## config.mk

```make
export PLATFORM = sky130hd
export DESIGN_NAME = reflex_judge_flat
export DESIGN_NICKNAME = d
export VERILOG_FILES = /design/src/rtl/reflex_judge_if.sv /design/src/rtl/reflex_judge.sv /design/src/flat_wrapper.sv
export SDC_FILE = /design/constraint.sdc
export NUM_CORES = 1
export LEC_CHECK = 0
export CAP_MARGIN = 15
export CORE_MARGIN = 4
export CORE_UTILIZATION = 41
export CTS_CLUSTER_SIZE = 25
export DETAILED_ROUTE_END_ITERATION = 12
export DONT_BUFFER_PORTS = 1
export HOLD_SLACK_MARGIN = 0.15
export SLEW_MARGIN = 20
export SYNTH_ARGS = -nofsm -noshare
export SYNTH_HDL_FRONTEND = slang
export SYNTH_SLANG_ARGS = --single-unit
```

## constraint.sdc

```tcl
create_clock -name clk -period 2.5 [get_ports clk]
set_input_delay 0.25 -clock clk [delete_from_list [all_inputs] [get_ports clk]]
set_output_delay 0.25 -clock clk [all_outputs]
set_load 0.02 [all_outputs]
```

## src/rtl/reflex_judge_if.sv

```systemverilog
// Handshake/status bundle between the reaction-game front end and reflex_judge.
// best_ms exists only when BEST_TIME_EN is defined.
interface reflex_judge_if;
  logic       switch;
  logic       start;
  logic       btn;
  logic       led_go;
  logic       result_valid;
  logic       early;
  logic [9:0] react_ms;
  logic [2:0] wrong_time;
  logic       game_over;
`ifdef BEST_TIME_EN
  logic [9:0] best_ms;
`endif

  modport master (
    output switch, start, btn,
    input  led_go, result_valid, early, react_ms, wrong_time, game_over
`ifdef BEST_TIME_EN
    , input best_ms
`endif
  );

  modport slave (
    input  switch, start, btn,
    output led_go, result_valid, early, react_ms, wrong_time, game_over
`ifdef BEST_TIME_EN
    , output best_ms
`endif
  );
endinterface

```

## src/rtl/reflex_judge.sv

```systemverilog
// reflex_judge: random wait, GO lamp, millisecond reaction timing and miss counting.
// Optional feature macro BEST_TIME_EN adds the best_ms best-reaction register.
module reflex_judge #(
  parameter int          TICK_DIV    = 50000,
  parameter int          WAIT_MIN_MS = 1000,
  parameter logic [10:0] WAIT_MASK   = 11'h7FF,
  parameter int          TIMEOUT_MS  = 999,
  parameter int          MAX_WRONG   = 7
) (
  input logic           clk,
  input logic           rst_n,
  reflex_judge_if.slave bus
);
  typedef enum logic [2:0] {
    IDLE  = 3'd0,
    ARMED = 3'd1,
    GO    = 3'd2,
    DONE  = 3'd3,
    OVER  = 3'd4
  } state_t;

  localparam logic [15:0] TICK_LAST = 16'(TICK_DIV - 1);
  localparam logic [11:0] WAIT_MIN  = 12'(WAIT_MIN_MS);
  localparam logic [11:0] TIMEOUT   = 12'(TIMEOUT_MS);
  localparam logic [2:0]  MAX_W     = 3'(MAX_WRONG);

  function automatic logic [15:0] lfsr_next(input logic [15:0] cur);
    return {cur[14:0], cur[15] ^ cur[13] ^ cur[12] ^ cur[10]};
  endfunction

  function automatic logic [2:0] sat_inc(input logic [2:0] cnt);
    return (cnt == 3'd7) ? cnt : cnt + 3'd1;
  endfunction

  state_t      state_r, state_nxt_s;
  logic [15:0] lfsr_r, presc_r, presc_nxt_s;
  logic [11:0] ms_r, ms_nxt_s, wait_ms_r, wait_nxt_s;
  logic        btn_d_r, rise_s, tick_s;
  logic        led_go_r, led_go_nxt_s, valid_r, early_r, early_nxt_s, over_r;
  logic [9:0]  react_r, react_nxt_s;
  logic [2:0]  wrong_r, wrong_nxt_s;
`ifdef BEST_TIME_EN
  logic [9:0]  best_r, best_nxt_s;
`endif

  assign rise_s = bus.btn & ~btn_d_r;
  assign tick_s = (presc_r == TICK_LAST);

  // Next-state and next-output decode; switch=0 overrides every state.
  always_comb begin
    state_nxt_s  = state_r;
    presc_nxt_s  = presc_r;
    ms_nxt_s     = ms_r;
    wait_nxt_s   = wait_ms_r;
    led_go_nxt_s = led_go_r;
    early_nxt_s  = early_r;
    react_nxt_s  = react_r;
    wrong_nxt_s  = wrong_r;
`ifdef BEST_TIME_EN
    best_nxt_s   = best_r;
`endif
    if (!bus.switch) begin
      state_nxt_s  = IDLE;
      presc_nxt_s  = 16'd0;
      ms_nxt_s     = 12'd0;
      led_go_nxt_s = 1'b0;
      early_nxt_s  = 1'b0;
      react_nxt_s  = 10'd0;
      wrong_nxt_s  = 3'd0;
`ifdef BEST_TIME_EN
      best_nxt_s   = 10'h3FF;
`endif
    end else begin
      if ((state_r == ARMED) || (state_r == GO)) begin
        presc_nxt_s = tick_s ? 16'd0 : presc_r + 16'd1;
        ms_nxt_s    = tick_s ? ms_r + 12'd1 : ms_r;
      end else begin
        presc_nxt_s = presc_r;
      end
      case (state_r)
        IDLE: begin
          if (bus.start) begin
            wait_nxt_s  = WAIT_MIN + {1'b0, lfsr_r[10:0] & WAIT_MASK};
            presc_nxt_s = 16'd0;
            ms_nxt_s    = 12'd0;
            state_nxt_s = ARMED;
          end else begin
            state_nxt_s = IDLE;
          end
        end
        ARMED: begin
          // A press on the expiry cycle is still early: the rise check comes first.
          if (rise_s) begin
            early_nxt_s = 1'b1;
            react_nxt_s = 10'd0;
            wrong_nxt_s = sat_inc(wrong_r);
            state_nxt_s = DONE;
          end else if (ms_r == wait_ms_r) begin
            led_go_nxt_s = 1'b1;
            presc_nxt_s  = 16'd0;
            ms_nxt_s     = 12'd0;
            state_nxt_s  = GO;
          end else begin
            state_nxt_s = ARMED;
          end
        end
        GO: begin
          if (rise_s) begin
            react_nxt_s  = ms_r[9:0];
            early_nxt_s  = 1'b0;
            led_go_nxt_s = 1'b0;
            state_nxt_s  = DONE;
`ifdef BEST_TIME_EN
            best_nxt_s   = (ms_r[9:0] < best_r) ? ms_r[9:0] : best_r;
`endif
          end else if (ms_r == TIMEOUT) begin
            react_nxt_s  = TIMEOUT[9:0];
            early_nxt_s  = 1'b0;
            wrong_nxt_s  = sat_inc(wrong_r);
            led_go_nxt_s = 1'b0;
            state_nxt_s  = DONE;
          end else begin
            state_nxt_s = GO;
          end
        end
        DONE:    state_nxt_s = (wrong_r == MAX_W) ? OVER : IDLE;
        OVER:    state_nxt_s = OVER;
        default: state_nxt_s = IDLE;
      endcase
    end
  end

  // FSM state register.
  always_ff @(posedge clk or negedge rst_n) begin
    if (!rst_n) begin
      state_r <= IDLE;
    end else begin
      state_r <= state_nxt_s;
    end
  end

  // Datapath and registered outputs; the LFSR free-runs in every state.
  always_ff @(posedge clk or negedge rst_n) begin
    if (!rst_n) begin
      lfsr_r    <= 16'hACE1;
      btn_d_r   <= 1'b0;
      presc_r   <= 16'd0;
      ms_r      <= 12'd0;
      wait_ms_r <= 12'd0;
      led_go_r  <= 1'b0;
      valid_r   <= 1'b0;
      early_r   <= 1'b0;
      react_r   <= 10'd0;
      wrong_r   <= 3'd0;
      over_r    <= 1'b0;
`ifdef BEST_TIME_EN
      best_r    <= 10'h3FF;
`endif
    end else begin
      lfsr_r    <= lfsr_next(lfsr_r);
      btn_d_r   <= bus.btn;
      presc_r   <= presc_nxt_s;
      ms_r      <= ms_nxt_s;
      wait_ms_r <= wait_nxt_s;
      led_go_r  <= led_go_nxt_s;
      valid_r   <= (state_nxt_s == DONE);
      early_r   <= early_nxt_s;
      react_r   <= react_nxt_s;
      wrong_r   <= wrong_nxt_s;
      over_r    <= (state_nxt_s == OVER);
`ifdef BEST_TIME_EN
      best_r    <= best_nxt_s;
`endif
    end
  end

  assign bus.led_go       = led_go_r;
  assign bus.result_valid = valid_r;
  assign bus.early        = early_r;
  assign bus.react_ms     = react_r;
  assign bus.wrong_time   = wrong_r;
  assign bus.game_over    = over_r;
`ifdef BEST_TIME_EN
  assign bus.best_ms      = best_r;
`endif
endmodule

```

## src/flat_wrapper.sv

```systemverilog
// flat-port wrapper written by rule: the top's interface ports become plain ports
module reflex_judge_flat 
#(
  parameter int          TICK_DIV    = 50000,
  parameter int          WAIT_MIN_MS = 1000,
  parameter logic [10:0] WAIT_MASK   = 11'h7FF,
  parameter int          TIMEOUT_MS  = 999,
  parameter int          MAX_WRONG   = 7
)
  (clk, rst_n, bus_switch, bus_start, bus_btn, bus_led_go, bus_result_valid, bus_early, bus_react_ms, bus_wrong_time, bus_game_over);
  reflex_judge_if bus_i ();
  input logic clk;
  input logic rst_n;
  input wire logic [$bits(bus_i.switch)-1:0] bus_switch;
  input wire logic [$bits(bus_i.start)-1:0] bus_start;
  input wire logic [$bits(bus_i.btn)-1:0] bus_btn;
  output wire logic [$bits(bus_i.led_go)-1:0] bus_led_go;
  output wire logic [$bits(bus_i.result_valid)-1:0] bus_result_valid;
  output wire logic [$bits(bus_i.early)-1:0] bus_early;
  output wire logic [$bits(bus_i.react_ms)-1:0] bus_react_ms;
  output wire logic [$bits(bus_i.wrong_time)-1:0] bus_wrong_time;
  output wire logic [$bits(bus_i.game_over)-1:0] bus_game_over;
  assign bus_i.switch = bus_switch;
  assign bus_i.start = bus_start;
  assign bus_i.btn = bus_btn;
  assign bus_led_go = bus_i.led_go;
  assign bus_result_valid = bus_i.result_valid;
  assign bus_early = bus_i.early;
  assign bus_react_ms = bus_i.react_ms;
  assign bus_wrong_time = bus_i.wrong_time;
  assign bus_game_over = bus_i.game_over;
  reflex_judge #(.TICK_DIV(TICK_DIV), .WAIT_MIN_MS(WAIT_MIN_MS), .WAIT_MASK(WAIT_MASK), .TIMEOUT_MS(TIMEOUT_MS), .MAX_WRONG(MAX_WRONG)) u_core (.clk(clk), .rst_n(rst_n), .bus(bus_i));
endmodule
```

After elaboration in Yosys (flattened, before gate mapping)

Index checks and enable logic that the tools add are counted.

Add/subtract/negate cells: 4
Equality and inequality tests: 17
Mux-type cells: 42
Bitwise operators: 5
Reduce and logical (&&, ||, !) cells: 6

Operators with widths:

| cell                     | count |
|---|---|
| $mux W16                 | 6 |
| $mux W12                 | 6 |
| $mux W10                 | 4 |
| $pmux W16 S2             | 1 |
| $mux W3                  | 9 |
| $pmux W12 S2             | 1 |
| $pmux W10 S2             | 1 |
| $add A16 B1 Y16 const B  | 1 |
| $eq A16 B16 Y1 const B   | 1 |
| $pmux W3 S5              | 1 |
| $add A10 B11 Y12 const A | 1 |
| $add A12 B1 Y12 const B  | 1 |
| $eq A12 B10 Y1 const B   | 1 |
| $eq A12 B12 Y1           | 1 |
| $ne A3 B3 Y1 const B     | 4 |
| $eq A3 B2 Y1 const B     | 3 |
| $eq A3 B3 Y1 const B     | 3 |
| $mux W1                  | 9 |
| $reduce_and A4 Y1        | 2 |
| $pmux W3 S2              | 1 |
| $reduce_and A3 Y1        | 2 |
| $ne A4 B3 Y1 const B     | 1 |
| $pmux W1 S2              | 2 |
| $add A3 B1 Y3 const B    | 1 |
| other kinds (9)          | 11 |

Bits in registers: 77
Bits of input ports: 5
Output and inout port bits: 17

Depth between registers and ports, before layout

Gate-level depths: netlist of run 1.

Depth after elaboration: 7
Gate-level depth with buffers: 7

Worst setup path after synthesis of run 1

OpenSTA, ideal clock, no wires.

Kind: reg-to-reg
Start: register u_core.ms_r[1]
End: register u_core.react_r[4] (netlist: u_core.bus.react_ms[4])
Setup time: 121 ps
Arrival: 1,667 ps
Data required time: 2,379 ps
Slack: 712 ps
Cell stages (with the launch flop): 8
Clock period less this slack: 1,788 ps
Cell sequence: dfrtp_1 ha_1 nand4bb_1 o31ai_2 a21oi_1 o21a_1 buf_6 a22o_1

Cells in the longest elaborated chain, start to end: 3

Ends and longest elaborated chain:

| element                            | RTL line            | RTL |
|---|---|---|
| start, declared                    | reflex_judge.sv:37  | `logic [11:0] ms_r, ms_nxt_s, wait_ms_r, wait_nxt_s;` |
| start signal, assigned             | reflex_judge.sv:163 | `ms_r <= ms_nxt_s;` |
| $eq A12 B10 Y1                     | reflex_judge.sv:116 | `end else if (ms_r == TIMEOUT) begin` |
| $ne A4 B3 Y1 (no source line)      | n/a                 |  |
| $reduce_and A3 Y1 (no source line) | n/a                 |  |
| end signal, assigned               | reflex_judge.sv:168 | `react_r <= react_nxt_s;` |
| end, declared                      | reflex_judge.sv:40  | `logic [9:0] react_r, react_nxt_s;` |

No other way between the ends.
A chain may end at the register's enable or synchronous reset.

Worst setup path in the final report of run 1

Start: register u_core.ms_r[0]
End: register u_core.react_r[3] (netlist: u_core.bus.react_ms[3])

Same word-level chain as after synthesis.

==> out/qor.csv, run 1 <==
metric,value,unit
status,"complete, no violations",
cts_tree,done,
utilization,0.4580,
startpoint_type,flip-flop,
clockPowerShare,0.426,
wl_met2,3165,um
max_freq,471.0,MHz
post-synth-top-count-cell,dfrtp_1,
synth_cell_types,48,
fillCellCount,823,
worstMarginPinSlew,640.6,ps
hold_class,input pin to flip-flop,
routed_wl,6971,um
combPwrFrac,0.068,
clock_latency,350,ps
drv_cap,0,
synth_seq_cells,77,
grt_overflow,0,
io_pins,22,
final_antenna_net_count,0,
internal-power,2010,uW
first_pass_iters,4,
required,2740,ps
grt_antenna_before_repair,0,
worstPathMaxFanout,10,
syn_nets,353,
wl_met1,3338,um
synth_top_cell_by_area,dfrtp_1,
yosysWarnings,0,
synth_cells,342,
peakVddDrop,0.2856,mV
max_slew_margin,0.5729,
grt_max_degree,78,
p_per_area,642.2,mW/mm2
die_h,103.0,um
clk_path_buf_depth,2,
syn_to_final_growth,8.525,%
crit_path_cell_trace,ha_1 -> nand4bb_1 -> o31ai_2 -> a21oi_1 -> o21a_1 -> a22o_1,
avgSynthCellArea,10.81,um2
synth_top_area_frac,0.4668,
synth_edf_count,0,
fin_crit_sh,0.8493,
dr_wl_met3,313,um
critPathSlowestCell,dfrtp_1,
critPathMaxStageDelay,570,ps
setup_viol,0,
cts.repair.resized,0,
finalPower,2578,uW
pwr-share-seq,0.506,
cp-end-kind,flip-flop,
place_congestion,0.8114,
finalMaxSlewViolations,0,
top_layer,met4,
switching_share,0.2202,
cts_root_buffer,clkbuf_8,
ys_seq_area_frac,0.5237,
timing.setup.tns,0,ps
drc,0,
dr.first_iter.drc_count,152,
drive_above_1_share,0.1182,
path_delay_family,compound AO/OA/AOI/OAI gates,
final_hold_viol_count,0,
period_minus_slack,2123,ps
die_width,103.0,um
dieArea,0.01060,mm2
p_leak,0.001722,uW
grt_pass1_wl,11920,um
syn_area,0.003699,mm2
dp_hpwl,4658,um
viasPerCell,5.147,
cts.sinks,77,
synth_common_cells,"dfrtp_1 (69), nor2_1 (46), nand2_1 (32), xnor2_1 (31), xor2_1 (18)",
synth-main-ff-cell,dfrtp_1,
switchingPower,567.7,uW
rsz0062_at_grt,false,
numPortBuffers,0,
nets,353,
placementRows,34,
critPathBufInv,0,
finClkSkew,10.48,ps
htreeDepth,3,
grtUsageTotal,0.1467,
holdWs,312.4,ps
diodes,0,
path_class,flip-flop to flip-flop,
critPathArrivalTime,2360,ps
drt-wirelength-per-cell,15.32,um
dr_total_vias,2342,
ys_top_cells_by_area,"dfrtp_1 (47%), xnor2_1 (7.3%), dfstp_2 (5.7%), nor2_1 (4.7%), xor2_1 (4.3%)",
cts_buffers,9,
start_util,0.4220,
core_area,0.008763,mm2
cts.clk_slew.worst_paths,80,ps
first_global_vias,2376,
async_flop_share,1.000,
layout by cell type, fill, tap and decap left out, drive strengths merged, types with 4 or more instances in the layout:
cell and instances:
a21oi 5, buf 5, clkbuf 12, dfrtp 69, dfstp 8, ha 6
mux2 4, nand2 32, nand2b 6, nand3 11, nand4 8, nor2 46
nor2b 7, nor3 10, nor4 6, o21ai 13, o2bb2ai 8, xnor2 31
xor2 18
cell families after synthesis:
family | count (synthesis) | synth area share
and+or+nand+nor | 145 | 0.2077
adders and majority gates | 6 | 0.02030
buffers and inverters | 22 | 0.04093
AOI/OAI and AO/OA | 36 | 0.07105
DFF | 77 | 0.5237
xor gates and xnor gates | 49 | 0.1160
muxes | 7 | 0.02030
path summary, 6_finish.rpt:
| check | from | end | slack, ps | cells after the start |
|---|---|---|---|---|
| worst max-delay path | u_core.ms_r[0]$_DFF_PN0_ | u_core.bus.react_ms[3]$_DFFE_PN0P_ | 380 | 6 |
| worst min-delay path | bus_switch | u_core.bus.react_ms[1]$_DFFE_PN0P_ | 310 | 2 |
| worst max register to register | u_core.ms_r[0]$_DFF_PN0_ | u_core.bus.react_ms[3]$_DFFE_PN0P_ | 380 | 6 |
| worst min register to register | u_core.lfsr_r[14]$_DFF_PN0_ | u_core.lfsr_r[15]$_DFF_PN1_ | 370 | 0 |
| max in group asynchronous | rst_n | u_core.lfsr_r[15]$_DFF_PN1_ | 1680 | 2 |
| min in group asynchronous | rst_n | u_core.btn_d_r$_DFF_PN0_ | 480 | 2 |
worst reg2reg max path, stage by stage (launching register included):
cell and delay, ps:
dfrtp_1 570, ha_1 230, nand4bb_1 140, o31ai_2 340, a21oi_1 150, o21a_1 310
a22o_1 280
power groups by stage:
stage	clock [uW]	combinational, uW	sequential [uW]
floorplan	0	137	1320
global placement	0	140	1330
detailed placement	0	143	1330
CTS	1130	180	1310
global route	1190	200	1310
finish	1100	175	1310
state kept, by name, indices dropped and copies added (netlist names), 3 cells and up:
register and flops:
u_core.presc_r 16, u_core.bus.wrong_time 3, u_core.lfsr_r 16, u_core.bus.react_ms 10, u_core.state_r 3, u_core.wait_ms_r 12, u_core.ms_r 12
what timing repair did:
item | CTS | global route
hold endpoints to repair | 88 | 0
buffers inserted | 0 | 0
hold buffers | 4 | 0
area by class of cell:
cell class	count	area, um2	area share
sequential	77	1937	0.4825
multi-input combinational	243	1610	0.4012
clock buffer	12	135.1	0.03367
tap	108	135.1	0.03367
clock inverter	4	97.59	0.02431
timing repair buffer	8	87.58	0.02182
inverter	3	11.26	0.002805
routing by layer:
layer  GRT usage  up-vias
met4     0.06175        0
met5           0        -
met2      0.2205       44
met1      0.1984     1122
met3     0.04195       15
li1            -     1161
through the flow:
step | cell area (um2) | worst slack, ps | cells
floorplan | 3699 | 711.9 | 342
CTS | 4014 | 361.3 | 455
detailed placement | 3724 | 371.6 | 435
global placement | 3724 | 370.1 | 435
finish | 4014 | 376.8 | 455
global route | 4014 | 164.3 | 455
No activity file was read; power rests on OpenSTA's default activity.
==> run 2, diff against run 1 <==
==> constraint.sdc (replaced) <==
create_clock -name clk -period 2.09 [get_ports clk]
set_input_delay 0.209 -clock clk [delete_from_list [all_inputs] [get_ports clk]]
set_output_delay 0.209 -clock clk [all_outputs]
set_load 0.02 [all_outputs]
==> run 2 against run 1 <==
Sequential share of layout area down 0.80 points. Largest power group unchanged. Critical path depth down 1. Register-to-register slack worse by 190 ps. Total power up 18%. Core utilization up 0.77 points. Combinational power up 29%. Largest cell class unchanged. Fmax up 12%.
==> out/qor.csv, run 2 (synthesis gave the netlist of run 1 again) <==
metric,value,unit,change
multi_input_area,0.001613,mm2,+0.16%
syn_to_final_growth,10.35,%,
core_area,0.008763,mm2,unchanged
cts.clk_slew.worst_paths,80,ps,about the same
grt_max_degree,78,,unchanged
routed_wl,6972,um,about the same
final_cell_mix,"dfrtp_1 (69), nor2_1 (46), xnor2_1 (31), nand2_1 (31), xor2_1 (18)",,
crit_path_cell_trace,nand4bb_1 -> o31ai_2 -> a21oi_1 -> o21a_1 -> a22o_1,,
hold_class,input pin to flip-flop,,
cts_root_buffer,clkbuf_8,,
utilization,0.4657,,+0.007710
drc,0,,unchanged
hold_path_end,u_core.wait_ms_r[7]$_DFFE_PN0P_,,
final_common_cell,dfrtp_1,,
place_congestion,0.8525,,+5.1%
status,"complete, no violations",,
met2_usage,0.2393,,+0.01875
first_global_vias,2479,,+4.3%
largestRegisters,"u_core.lfsr_r (16), u_core.presc_r (16)",,
fillCellCount,807,,-1.9%
final_antenna_net_count,0,,unchanged
max_slew_margin,0.6660,,+0.09304
switching_share,0.2262,,+0.006033
cp-end-kind,flip-flop,,
grt_antenna_before_repair,0,,unchanged
finClkSkew,9.759,ps,-0.7215 ps
grt_busiest_layer,met2,,
finalMaxSlewViolations,0,,unchanged
clock_latency,340,ps,about the same
placementRows,34,,unchanged
first_pass_iters,4,,unchanged
die_h,103.0,um,unchanged
startpoint,u_core.ms_r[2]$_DFF_PN0_,,
reg2reg_depth,5,,-1
clockPowerShare,0.413,,-0.013
r2r_end,u_core.bus.react_ms[4]$_DFFE_PN0P_,,
critPathArrivalTime,2130,ps,-230 ps
viasPerCell,5.186,,+0.75%
timing.setup.tns,0,ps,unchanged
grt_util_met1,0.1911,,-0.007310
r2r-start,u_core.ms_r[2]$_DFF_PN0_,,
switchingPower,689.0,uW,+21%
io_pins,22,,unchanged
cts_buffers,9,,unchanged
worstPathMaxFanout,10,,unchanged
critPathSlowestCell,dfrtp_1,,
startpoint_type,flip-flop,,
dieArea,0.01060,mm2,unchanged
diodes,0,,unchanged
fin_crit_sh,0.9101,,+0.06077
peakVddDrop,0.5031,mV,+76%
cts_tree,done,,
period_minus_slack,1902,ps,-221.2 ps
start_util,0.4220,,unchanged
path_delay_family,compound AO/OA/AOI/OAI gates,,
worstMarginPinSlew,494.1,ps,-146.5 ps
internal-power,2356,uW,+17%
hold_depth,4,,+2
final_hold_viol_count,0,,unchanged
path_class,flip-flop to flip-flop,,
grt_pass1_wl,12150,um,+1.9%
drt-wirelength-per-cell,15.06,um,-1.7%
drive_above_1_share,0.1465,,+0.02832
dr_total_vias,2401,,+2.5%
rsz0062_at_grt,false,,
p_leak,0.001774,uW,+3.0%
grtUsageMet3,0.03654,,-0.005413
htreeDepth,3,,unchanged
reg2reg_slack,190,ps,-190 ps
grt_overflow,0,,unchanged
dr.first_iter.drc_count,132,,-13%
p_per_area,746.2,mW/mm2,+16%
combPwrFrac,0.074,,+0.006
critPathBufInv,0,,unchanged
grtUsageTotal,0.1486,,+0.001874
cts.sinks,77,,unchanged
nets,361,,+2.3%
numPortBuffers,0,,unchanged
clk_path_buf_depth,2,,unchanged
worstHoldStart,bus_switch,,
critPathMaxStageDelay,520,ps,-50 ps
seqCellArea,0.001937,mm2,unchanged
max_freq,525.8,MHz,+12%
die_width,103.0,um,unchanged
pwr-share-seq,0.513,,+0.007
required,2320,ps,-420 ps
dp_hpwl,4693,um,+0.76%
drv_cap,0,,unchanged
setup_viol,0,,unchanged
-- run 2: per-stage QoR --
step           cell area (um2)  instances  setup slack, ps  hold slack, ps  power (uW)
2_1_floorplan             3699        342            301.9          -86.59        1743
3_3_place_gp              3776        442            139.0          -84.73        1767
3_5_place_dp              3776        442            122.7          -84.89        1769
4_1_cts                   4059        462            96.09           258.8        3095
5_1_grt                   4081        463            8.134           291.6        3208
6_report                  4081        463            188.0           275.3        3045
-- run 2: worst max-delay path by stage --
stage / to / slack, ps / cells past startpoint
after floorplan: u_core.bus.react_ms[4]$_DFFE_PN0P_ / 300 / 7
after global placement: u_core.presc_r[6]$_DFF_PN0_ / 140 / 6
after detailed placement: u_core.presc_r[2]$_DFF_PN0_ / 120 / 6
after CTS: u_core.presc_r[5]$_DFF_PN0_ / 100 / 6
after global routing: u_core.bus.react_ms[4]$_DFFE_PN0P_ / 8 / 5
final: u_core.bus.react_ms[4]$_DFFE_PN0P_ / 190 / 5
-- run 2: layout make-up --
class / count / share of cell area
sequential: 77 / 0.4746
multi-input combinational: 243 / 0.3952
timing repair buffer: 16 / 0.03924
clock buffer: 12 / 0.03801
tap: 108 / 0.03311
clock inverter: 4 / 0.01717
inverter: 3 / 0.002759
-- run 2: timing repair --
item,in CTS,in global routing
buffers inserted,0,1
resized for setup,0,1
endpoints found under the hold margin,88,0
hold buffers,4,0
setup endpoints to repair,0,18
-- run 2: tightest hold or removal path, stage by stage --
cell and delay, ps:
nand2_1 30, buf_4 190, nand2_1 80, o21ai_0 60
-- run 2: power by group through the flow --
stage / clock, uW / combinational (uW) / sequential, uW
floorplan: 0 / 164 / 1580
global placement: 0 / 176 / 1590
detailed placement: 0 / 178 / 1590
CTS: 1310 / 223 / 1560
global route: 1380 / 256 / 1570
finish: 1260 / 226 / 1560
-- run 2: metal layers --
metal / routed length [um] / vias to the layer above / share of wire
met5: 0 / - / 0
met4: 85 / 0 / 0.012
met3: 307 / 8 / 0.044
met2: 3436 / 47 / 0.49
met1: 3143 / 1169 / 0.45
li1: - / 1177 / -
==> run 3, diff against run 2 <==
--- a/config.mk
+++ b/config.mk
@@ -6,7 +6,6 @@
 export NUM_CORES = 1
 export LEC_CHECK = 0
 export CAP_MARGIN = 15
-export CORE_MARGIN = 4
 export CORE_UTILIZATION = 41
 export CTS_CLUSTER_SIZE = 25
 export DETAILED_ROUTE_END_ITERATION = 12
==> constraint.sdc (replaced) <==
create_clock -name clk -period 1.6 [get_ports clk]
set_input_delay 0.16 -clock clk [delete_from_list [all_inputs] [get_ports clk]]
set_output_delay 0.16 -clock clk [all_outputs]
set_load 0.02 [all_outputs]
==> run 3 against run 2 <==
The flow now finishes with violations (hold timing, setup timing). Via count rose by 8.7%. Clock skew fell by 0.94 ps. Combinational power rose by 59%. Sequential power rose by 30%. Final area rose by 18%. Setup slack got worse by 350 ps. Die area fell by 11%. Total power rose by 25%.
==> out/qor.csv, run 3 (synthesis gave the netlist of run 1 again) <==
metric,value,unit,change
p_per_area,793.2,mW/mm2,+6.3%
grt_antenna_before_repair,0,,unchanged
critPathSlowestCell,dfrtp_1,,
die_h,96.98,um,-5.8%
dr.first_iter.drc_count,125,,-5.3%
syn_to_final_growth,29.94,%,
cts_root_buffer,clkbuf_8,,
final_antenna_net_count,0,,unchanged
switchingPower,1032,uW,+50%
finalNonFillerCells,520,,+12%
first_global_vias,2623,,+5.8%
fin_crit_sh,1.102,,+0.1917
cts.sinks,77,,unchanged
seqCellArea,0.001939,mm2,+0.13%
pwr-share-seq,0.533,,+0.020
rsz0062_at_grt,true,,
dp_hpwl,5300,um,+13%
critPathMaxStageDelay,410,ps,-110 ps
peakVddDrop,0.6397,mV,+27%
pre_cts_slack,-220.3,ps,-342.9 ps
nets,418,,+16%
grt_max_degree,78,,unchanged
routed_wl,8048,um,+15%
clock_latency,360,ps,+20 ps
die_width,96.98,um,-5.8%
diodes,0,,unchanged
viasPerCell,5.019,,-3.2%
drt-wirelength-per-cell,15.48,um,+2.8%
period_minus_slack,1763,ps,-139.3 ps
first_pass_iters,4,,unchanged
path_class,flip-flop to flip-flop,,
required,1850,ps,-470 ps
status,"finished, violations left",,
timing.setup.tns,-4906,ps,-4906 ps
cp-end-kind,flip-flop,,
violations,"hold timing, setup timing",,
max_freq,567.3,MHz,+7.9%
clk_path_buf_depth,2,,unchanged
cts-hold-fix-buffers,2,,-2
drive_above_1_share,0.3568,,+0.2103
io_pins,22,,unchanged
worst_slack,-162.7,ps,-350.7 ps
dp_cells,497,,+12%
internal-power,2780,uW,+18%
multi_input_area,0.001931,mm2,+20%
setup_viol,43,,+43
switching_share,0.2706,,+0.04439
worstPathMaxFanout,16,,+6
final_hold_viol_count,77,,+77
place_congestion,0.7851,,-7.9%
largestRegisters,"u_core.lfsr_r (16), u_core.presc_r (16)",,
startpoint_type,flip-flop,,
critPathArrivalTime,2010,ps,-120 ps
final_cell_mix,"dfrtp_1 (67), buf_4 (61), nor2_1 (45), nand2_1 (29), xnor2_1 (28)",,
clockPowerShare,0.372,,-0.041
crit_path_cell_trace,buf_6 -> xnor2_2 -> nand4_1 -> nand4bb_4 -> o211ai_4 -> buf_12 -> nor2_1,,
drv_cap,0,,unchanged
holdWs,-514.2,ps,-789.4 ps
p_leak,0.002198,uW,+24%
finalMaxSlewViolations,0,,unchanged
finClkSkew,8.824,ps,-0.9350 ps
cts.clk_slew.worst_paths,90,ps,about the same
max_slew_margin,0.6041,,-0.06184
combPwrFrac,0.095,,+0.021
cts_tree,done,,
htreeDepth,3,,unchanged
final_common_cell,dfrtp_1,,
fillCellCount,751,,-6.9%
worstMarginPinSlew,591.8,ps,+97.77 ps
grt_pass1_wl,13500,um,+11%
core_area,0.008721,mm2,-0.49%
cts_buffers,9,,unchanged
grtUsageTotal,0.1825,,+0.03395
dr_total_vias,2610,,+8.7%
start_util,0.4241,,+0.002059
drc,0,,unchanged
placementRows,34,,unchanged
grt_overflow,0,,unchanged
numPortBuffers,0,,unchanged
hold_class,input pin to async pin,,
dieArea,0.009405,mm2,-11%
## run 3: cell types whose count changed in the layout (fill, tap and decap cells not counted), sizes merged, moves of 2 or more
| cell | change |
|---|---|
| clkbuf | -3 |
| buf | +57 |
| bufinv | -2 |
| inv | +5 |
## run 3: critical path: cells and delay by family (launching register included)
kind / cells / cell delay, ps
compound gates: 1 / 220
simple gates: 3 / 570
buf+inv: 2 / 300
flops: 1 / 410
xor+xnor: 1 / 160
## run 3: metal layers
metal	vias to the layer above	routed length [um]	global-route usage
met3	10	266	0.03974
met5	-	0	0
met1	1266	3896	0.2541
met4	0	92	0.06774
li1	1297	-	-
met2	37	3792	0.2795
## run 3: layout make-up
type / count / share of cell area
well taps: 108 / 0.02812
clock buffers: 9 / 0.02577
inverters: 3 / 0.002343
flip-flops and latches: 77 / 0.4035
clock inverters: 7 / 0.01354
repair buffers: 72 / 0.1250
multi-input cells: 244 / 0.4017
## run 3: final timing paths
| path | slack [ps] | endpoint | from | depth (start not counted) |
|---|---|---|---|---|
| min in group clk | 160 | u_core.wait_ms_r[3]$_DFFE_PN0P_ | bus_switch | 3 |
| max in group asynchronous | 1900 | u_core.lfsr_r[13]$_DFF_PN1_ | rst_n | 0 |
| worst max register to register | -160 | u_core.presc_r[11]$_DFF_PN0_ | u_core.ms_r[3]$_DFF_PN0_ | 7 |
| worst max-delay path | -160 | u_core.presc_r[11]$_DFF_PN0_ | u_core.ms_r[3]$_DFF_PN0_ | 7 |
| worst min register to register | 350 | u_core.lfsr_r[15]$_DFF_PN1_ | u_core.lfsr_r[14]$_DFF_PN0_ | 0 |
| worst min-delay path | -510 | u_core.bus.wrong_time[2]$_DFFE_PN0P_ | rst_n | 0 |
## run 3: stage by stage
stage	util	area [um2]	hold WS (ps)	power, uW
global route	0.5511	4806	-540.3	3981
global placement	0.4871	4248	-134.1	2366
detailed placement	0.4871	4248	-134.0	2374
floorplan	-	3745	-135.6	2276
finish	0.5511	4806	-514.2	3812
CTS	0.5260	4587	-535.0	3848
## run 3: power by group through the flow
stage | logic (uW) | registers, uW | clock network (uW)
after global placement | 298 | 2070 | 0
after CTS | 339 | 2030 | 1480
final | 360 | 2030 | 1420
after global routing | 393 | 2040 | 1550
after detailed placement | 305 | 2070 | 0
after floorplan | 214 | 2060 | 0
## run 3: timing repair
item | CTS | global route
endpoints found under the hold margin | 97 | 77
gates cloned | 1 | 0
pin swaps | 11 | 10
gates resized for setup | 20 | 36
setup endpoints to repair | 47 | 52
buffers inserted | 3 | 3
